<file path="src/rtl/io_periph_if.sv">
// CPU-side I/O bus for io_periph: select strobes, register address, write data and read-back data.
// Read data is combinational from the peripheral; there is no backpressure.
interface io_periph_if #(
  parameter int SW_W = 16
);
  logic            switch_ctrl;
  logic            led_ctrl;
  logic            io_read;
  logic            io_write;
  logic [1:0]      addr_sel;
  logic [SW_W-1:0] io_wdata;
  logic [SW_W-1:0] io_rdata;

  modport master (
    output switch_ctrl, led_ctrl, io_read, io_write, addr_sel, io_wdata,
    input  io_rdata
  );

  modport slave (
    input  switch_ctrl, led_ctrl, io_read, io_write, addr_sel, io_wdata,
    output io_rdata
  );
endinterface

</file>
<file path="src/rtl/io_periph.sv">
// Board I/O peripheral: synchronised and debounced switches/button, LED register, sticky press flag and press counter.
// Inputs settle DEBOUNCE_CYCLES+3 edges after a change; reads are combinational, LED writes land on the next edge; never stalls.
module io_periph #(
  parameter int DEBOUNCE_CYCLES = 20000,
  parameter int SW_W            = 16
) (
  input  logic            clk,
  input  logic            reset,
  input  logic [SW_W-1:0] sw_raw,
  input  logic            btn_raw,
  io_periph_if.slave      bus,
  output logic [SW_W-1:0] led,
  output logic            btn_pending
);

  localparam int CNT_W = (DEBOUNCE_CYCLES > 2) ? $clog2(DEBOUNCE_CYCLES) : 1;
  localparam logic [CNT_W-1:0] CNT_LAST = CNT_W'(DEBOUNCE_CYCLES - 1);

  logic [SW_W-1:0]  sw_s1, sw_s2, sw_prev, sw_stable, sw_stable_nxt;
  logic [CNT_W-1:0] sw_cnt, sw_cnt_nxt;

  logic             btn_s1, btn_s2, btn_prev, btn_stable, btn_stable_nxt, btn_stable_d;
  logic [CNT_W-1:0] btn_cnt, btn_cnt_nxt;

  logic [15:0]      btn_count, btn_count_nxt;
  logic             btn_pending_nxt;
  logic [SW_W-1:0]  led_nxt;
  logic             press;
  logic             rd_en;
  logic             rd_clr;

  // Two-flop synchronisers plus the previous-cycle copy used to detect movement.
  always_ff @(posedge clk or posedge reset) begin
    if (reset) begin
      sw_s1    <= '0;
      sw_s2    <= '0;
      sw_prev  <= '0;
      btn_s1   <= 1'b0;
      btn_s2   <= 1'b0;
      btn_prev <= 1'b0;
    end else begin
      sw_s1    <= sw_raw;
      sw_s2    <= sw_s1;
      sw_prev  <= sw_s2;
      btn_s1   <= btn_raw;
      btn_s2   <= btn_s1;
      btn_prev <= btn_s2;
    end
  end

  always_comb begin
    sw_cnt_nxt    = '0;
    sw_stable_nxt = sw_stable;
    if ((sw_s2 == sw_prev) && (sw_s2 != sw_stable)) begin
      if (sw_cnt == CNT_LAST) begin
        sw_stable_nxt = sw_s2;
      end else begin
        sw_cnt_nxt = sw_cnt + CNT_W'(1);
      end
    end
  end

  always_comb begin
    btn_cnt_nxt    = '0;
    btn_stable_nxt = btn_stable;
    if ((btn_s2 == btn_prev) && (btn_s2 != btn_stable)) begin
      if (btn_cnt == CNT_LAST) begin
        btn_stable_nxt = btn_s2;
      end else begin
        btn_cnt_nxt = btn_cnt + CNT_W'(1);
      end
    end
  end

  assign press  = btn_stable & ~btn_stable_d;
  assign rd_en  = bus.switch_ctrl & bus.io_read;
  assign rd_clr = rd_en & (bus.addr_sel == 2'd1);

  // A press edge in the read-clear cycle must not be lost, so set has priority.
  always_comb begin
    btn_pending_nxt = btn_pending;
    if (press) begin
      btn_pending_nxt = 1'b1;
    end else if (rd_clr) begin
      btn_pending_nxt = 1'b0;
    end
  end

  assign btn_count_nxt = btn_count + {15'd0, press};

  always_comb begin
    led_nxt = led;
    if (bus.led_ctrl && bus.io_write) begin
      led_nxt = bus.io_wdata;
    end
  end

  always_ff @(posedge clk or posedge reset) begin
    if (reset) begin
      sw_cnt       <= '0;
      sw_stable    <= '0;
      btn_cnt      <= '0;
      btn_stable   <= 1'b0;
      btn_stable_d <= 1'b0;
      btn_pending  <= 1'b0;
      btn_count    <= '0;
      led          <= '0;
    end else begin
      sw_cnt       <= sw_cnt_nxt;
      sw_stable    <= sw_stable_nxt;
      btn_cnt      <= btn_cnt_nxt;
      btn_stable   <= btn_stable_nxt;
      btn_stable_d <= btn_stable;
      btn_pending  <= btn_pending_nxt;
      btn_count    <= btn_count_nxt;
      led          <= led_nxt;
    end
  end

  always_comb begin
    bus.io_rdata = '0;
    if (rd_en) begin
      case (bus.addr_sel)
        2'd0:    bus.io_rdata = sw_stable;
        2'd1:    bus.io_rdata = SW_W'(btn_pending);
        2'd2:    bus.io_rdata = SW_W'(btn_count);
        default: bus.io_rdata = '0;
      endcase
    end
  end

endmodule

</file>
<file path="src/flat_wrapper.sv">
// flat-port wrapper written by rule: the top's interface ports become plain ports
module io_periph_flat 
#(
  parameter int DEBOUNCE_CYCLES = 20000,
  parameter int SW_W            = 16
)
  (clk, reset, sw_raw, btn_raw, led, btn_pending, bus_switch_ctrl, bus_led_ctrl, bus_io_read, bus_io_write, bus_addr_sel, bus_io_wdata, bus_io_rdata);
  io_periph_if #(.SW_W(SW_W)) bus_i ();
  input  logic clk;
  input  logic reset;
  input  logic [SW_W-1:0] sw_raw;
  input  logic btn_raw;
  output logic [SW_W-1:0] led;
  output logic btn_pending;
  input wire logic [$bits(bus_i.switch_ctrl)-1:0] bus_switch_ctrl;
  input wire logic [$bits(bus_i.led_ctrl)-1:0] bus_led_ctrl;
  input wire logic [$bits(bus_i.io_read)-1:0] bus_io_read;
  input wire logic [$bits(bus_i.io_write)-1:0] bus_io_write;
  input wire logic [$bits(bus_i.addr_sel)-1:0] bus_addr_sel;
  input wire logic [$bits(bus_i.io_wdata)-1:0] bus_io_wdata;
  output wire logic [$bits(bus_i.io_rdata)-1:0] bus_io_rdata;
  assign bus_i.switch_ctrl = bus_switch_ctrl;
  assign bus_i.led_ctrl = bus_led_ctrl;
  assign bus_i.io_read = bus_io_read;
  assign bus_i.io_write = bus_io_write;
  assign bus_i.addr_sel = bus_addr_sel;
  assign bus_i.io_wdata = bus_io_wdata;
  assign bus_io_rdata = bus_i.io_rdata;
  io_periph #(.DEBOUNCE_CYCLES(DEBOUNCE_CYCLES), .SW_W(SW_W)) u_core (.clk(clk), .reset(reset), .sw_raw(sw_raw), .btn_raw(btn_raw), .bus(bus_i), .led(led), .btn_pending(btn_pending));
endmodule
</file>
<file path="config.mk">
export PLATFORM = sky130hd
export DESIGN_NAME = io_periph_flat
export DESIGN_NICKNAME = d
export VERILOG_FILES = /design/src/rtl/io_periph_if.sv /design/src/rtl/io_periph.sv /design/src/flat_wrapper.sv
export SDC_FILE = /design/constraint.sdc
export NUM_CORES = 1
export LEC_CHECK = 0
export ABC_AREA = 0
export BUFFER_PORTS_ARGS = -buffer_cell sky130_fd_sc_hd__buf_2
export CAP_MARGIN = 25
export CORE_ASPECT_RATIO = 1.25
export CORE_MARGIN = 2
export CORE_UTILIZATION = 25
export CTS_CLUSTER_DIAMETER = 100
export DETAILED_ROUTE_END_ITERATION = 10
export PLACE_DENSITY = 0.46
export SLEW_MARGIN = 20
export SYNTH_ARGS = -nofsm -noshare
export SYNTH_HDL_FRONTEND = slang
export SYNTH_SLANG_ARGS = --single-unit
</file>
<file path="constraint.sdc">
create_clock -name clk -period 10.95 [get_ports clk]
set_input_delay 1.6425 -clock clk [delete_from_list [all_inputs] [get_ports clk]]
set_output_delay 1.6425 -clock clk [all_outputs]
set_load 0.005 [all_outputs]
</file>
[Yosys cells after proc, flatten, opt, wreduce, memory -nomap -nowiden]
Cells that the tools add are included.
Word-level totals
  bits in registers: 132
  logic and storage cells: 44
Cells by class
  add/sub/neg operators: 3
  eq/ne operators: 8
  mux-type cells: 8
  bitwise operators: 4
  reduce and logical (&&, ||, !) cells: 7
Operators with widths (number)
  $mux 15: 4
  $pmux 16 s3: 1
  $add 15x1->15 const B: 2
  $eq 15x15->1 const B: 2
  $add 16x1->16: 1
  $eq 16x16->1: 1
  $mux 16: 1
  $ne 16x16->1: 1
  $reduce_and 2->1: 2
  $and 1x1->1: 3
  $logic_and 1x1->1: 3
  $eq 2x1->1 const B: 1
  $eq 2x2->1 const B: 1
  $logic_not 2->1: 1
  $mux 1: 2
  $reduce_bool 2->1: 1
  $eq 1x1->1: 1
  $ne 1x1->1: 1
  $not 1->1: 1

[Longest topological paths before layout]
  depth in word-level cells: 4
  depth in mapped cells: 7
  mapped depth without buffers: 7

[Worst setup path before layout]
Ideal clock, no wire load.
  path kind: input port to output port
  from: input port bus_addr_sel[1]
  to: output port bus_io_rdata[10]
  data arrival time: 2553 ps
  required time: 9308 ps
  path slack: 6755 ps
  stages: 4
  path buffers: 2
  path through: clkbuf_1 buf_2 mux2i_1 nor2_1
On the way
  longest elaborated chain between the ends: 3
  elaborated cells on any way between the ends: 5
  those cells by class: eq/ne (2); mux (2); reduce/logical (1)
RTL lines
  start: declaration: line flat_wrapper.sv:19  | input wire logic [$bits(bus_i.addr_sel)-1:0] bus_addr_sel;
  $eq 2x2->1, or another cell as far along: line io_periph.sv:123  | case (bus.addr_sel)
  $pmux 16 s3 *: line io_periph.sv:123
  $mux 16 *: line io_periph.sv:122  | if (rd_en) begin
  end: declaration: line flat_wrapper.sv:21  | output wire logic [$bits(bus_i.io_rdata)-1:0] bus_io_rdata;
Every way passes the cells marked *; elsewhere a longest branch is shown, timed or not.

[Worst setup path after layout]
  from: input port bus_addr_sel[1]
  to: output port bus_io_rdata[0]
Same word-level chain as after synthesis.

==> reports/results.ini <==
[clocking]
clock_latency_ps=410
htreeDepth=4
clock-sinks=132
cts_setup_buffers=0
cts_root_buffer=clkbuf_16
cts_inserted_buffers=17
cts_max_path_buffers=2
clk_pin_slew_ps=60
hold_buffers=0
cts_tree=done
cts-resized-gates=0

[place]
gp_congestion=0.746
port_buffers=73
dp_hpwl_um=7340
dpl_cell_area_sq_mm=0.00604
dp.cells=759

[synth]
synth_edf_count=0
yosysMostFrequentCell=dfrtp_1
netlist_area_sq_mm=0.00538
synth_compound_area_share_pct=0.535
synthCells=415
synthMuxAreaShare_pct=10.4
synth_top_family_by_area=simple AND/OR/NAND/NOR gates
synthSimpleGateAreaFrac_pct=13.1
synthXorXnorAreaFrac_pct=11.9
synth_cell_types=31
yosys_warnings=0
synth_top_cell_area_share_pct=61.4
ys.flop_type=dfrtp_1
ys_ff_latch=132
synth_common_cells=132 x dfrtp_1, 53 x nor2_1, 38 x xnor2_1
ys_seq_area_share_pct=61.4
syn_area_per_cell_sq_um=13.0
synth_area_leaders=dfrtp_1 61%, xnor2_1 6.2%, xor2_1 5.7%
async_flop_share_pct=100
synthAdderAreaFrac_pct=0.931
yosys.area.top_type=dfrtp_1
syn-num-nets=460

[die]
fp.coreArea_sq_mm=0.0213
dieWidth_um=135
die-height_um=168
io_pins=74
fp-row-count=60
dieArea_sq_mm=0.0227
initial_core_util_pct=25.2

[timing]
period_needed_ps=4310
hold_viol=0
slew_headroom_pct=36.8
rsz0062_at_grt=false
skew_ps=8.56
setup_tns_ps=0
worstMarginPinSlew_ps=948
drv_slew=0
fmax_mhz=232
period_share_pct=39.3
setup_violations=0

[power]
vdd_drop_max_mv=0.100
p_leak_nw=3.01
p_per_area_mw_per_mm2=167
p_total_mw=1.10

[finish]
drive_above_1_share_pct=27.5
diodes=0
area_growth_pct=22.9
seq_area_sq_mm=0.00330
fin_cells=791
nNetsFinal=544
design_area_sq_mm=0.00661
fillerInstances=2215
multiInputGateArea_sq_mm=0.00198

[critical_path]
cp-start-kind=primary input
crit_start=bus_addr_sel[1]
critPathMaxFanout=18
worstSetupPathType=in2out
critPathCaptureType=primary output
endpoint=bus_io_rdata[0]
r2r-start=u_core.sw_s2[8]
required_ps=9310
r2r_setup_slack_ps=8220
ff2ff_path_depth=5
arrival_ps=2660
r2r_end=u_core.sw_stable[10]

[routing]
dr.pass1.iters=5
drt-wirelength-per-cell_um=13.1
vias_per_cell=4.12
first_iter_violations=96
ant_nets=0
drc=0
drt-total-wl_um=10300
routed-via-count=3260

[global_routing]
grtUsageTotal_pct=9.79
overflow=0
grt_pass1_wl_um=17300
grt_antenna_before_repair=0
grt_max_degree=71
grt_pass1_vias=3429

[run]
drv_cap=0

[worst_hold_path]
min_path_type=reg2reg

[status]
outcome=completed

## flip-flops by register name, summed over array words and instances, names as in the netlist
name,count
u_core.btn_prev,1
u_core.btn_stable,1
u_core.sw_prev,16
u_core.btn_s2,1
u_core.sw_s1,16
u_core.btn_stable_d,1
u_core.sw_stable,16
u_core.sw_s2,16
u_core.sw_cnt,15
u_core.led,16
u_core.btn_count,16
u_core.btn_s1,1
u_core.btn_pending,1
u_core.btn_cnt,15
## power breakdown
group          internal, mW  switching [mW]  leakage (nW)
Sequential            0.507          0.0117          1.69
Clock                 0.324           0.209         0.269
Combinational        0.0254          0.0258          1.05
## area by class of cell
cell class,instances,share of cell area (%)
Multi-Input combinational cell,265,30.0
Sequential cell,132,50.0
Tap cell,279,5.29
Inverter,9,0.549
Clock buffer,21,6.97
Clock inverter,11,1.55
Timing Repair Buffer,74,5.65
## layer usage
layer  track usage, %  routed length [um]  part of all wire, %
met1             11.9                4600                   45
met5                0                   0                    0
met4             4.08                 195                  1.9
met2             15.8                5030                   49
met3             3.46                 506                  4.9
## per-stage QoR
| step | setup slack (ps) | utilization, % | hold slack, ps |
|---|---|---|---|
| global placement | 6650 | 28.3 | 336 |
| detailed placement | 6620 | 28.3 | 335 |
| global route | 6490 | 31.0 | 350 |
| CTS | 6620 | 31.0 | 347 |
| floorplan | 5780 | - | 331 |
| finish | 6640 | 31.0 | 346 |
## cell families after synthesis
group / after synthesis
simple gates: 135
flops: 132
xor+xnor: 73
compound gates: 5
fa+ha+maj: 4
buf+inv: 18
mux: 48
## cells in the final DEF, fill, tap and decap left out, types with 2 or more instances in the layout
cell type,instances
dfrtp_1,132
buf_2,73
nor2_1,53
xnor2_1,38
xor2_1,35
mux2_2,22
clkbuf_16,17
mux2i_1,16
nand4_1,15
nand2_1,14
nand3_1,13
mux2_4,10
inv_1,8
and3_1,7
and4_1,6
nor3_1,6
and2_1,5
nor4_1,5
ha_1,4
nor4_2,3
clkinv_2,3
clkinvlp_4,3
clkinv_4,3
nand3b_1,2
a21oi_1,2
nor4bb_1,2
nand4b_1,2
clkbuf_8,2
clkbuf_1,2
## critical path: stages
cell and delay (ps):
buf_2 400, mux2i_1 230, o21ai_0 80, and3_1 170
buf_2 120
## worst min path at each step
| stage | from | to | slack (ps) | cells after the start |
|---|---|---|---|---|
| global route | u_core.sw_s1[0] | u_core.sw_s2[0] | 350 | 0 |
| detailed placement | u_core.sw_s1[14] | u_core.sw_s2[14] | 330 | 0 |
| finish | u_core.sw_s1[1] | u_core.sw_s2[1] | 350 | 0 |
| floorplan | u_core.btn_s1 | u_core.btn_s2 | 330 | 0 |
| global placement | u_core.sw_s1[0] | u_core.sw_s2[0] | 340 | 0 |
| CTS | u_core.sw_s1[14] | u_core.sw_s2[14] | 350 | 0 |
Note: power is estimated with default switching activity, not from simulation.
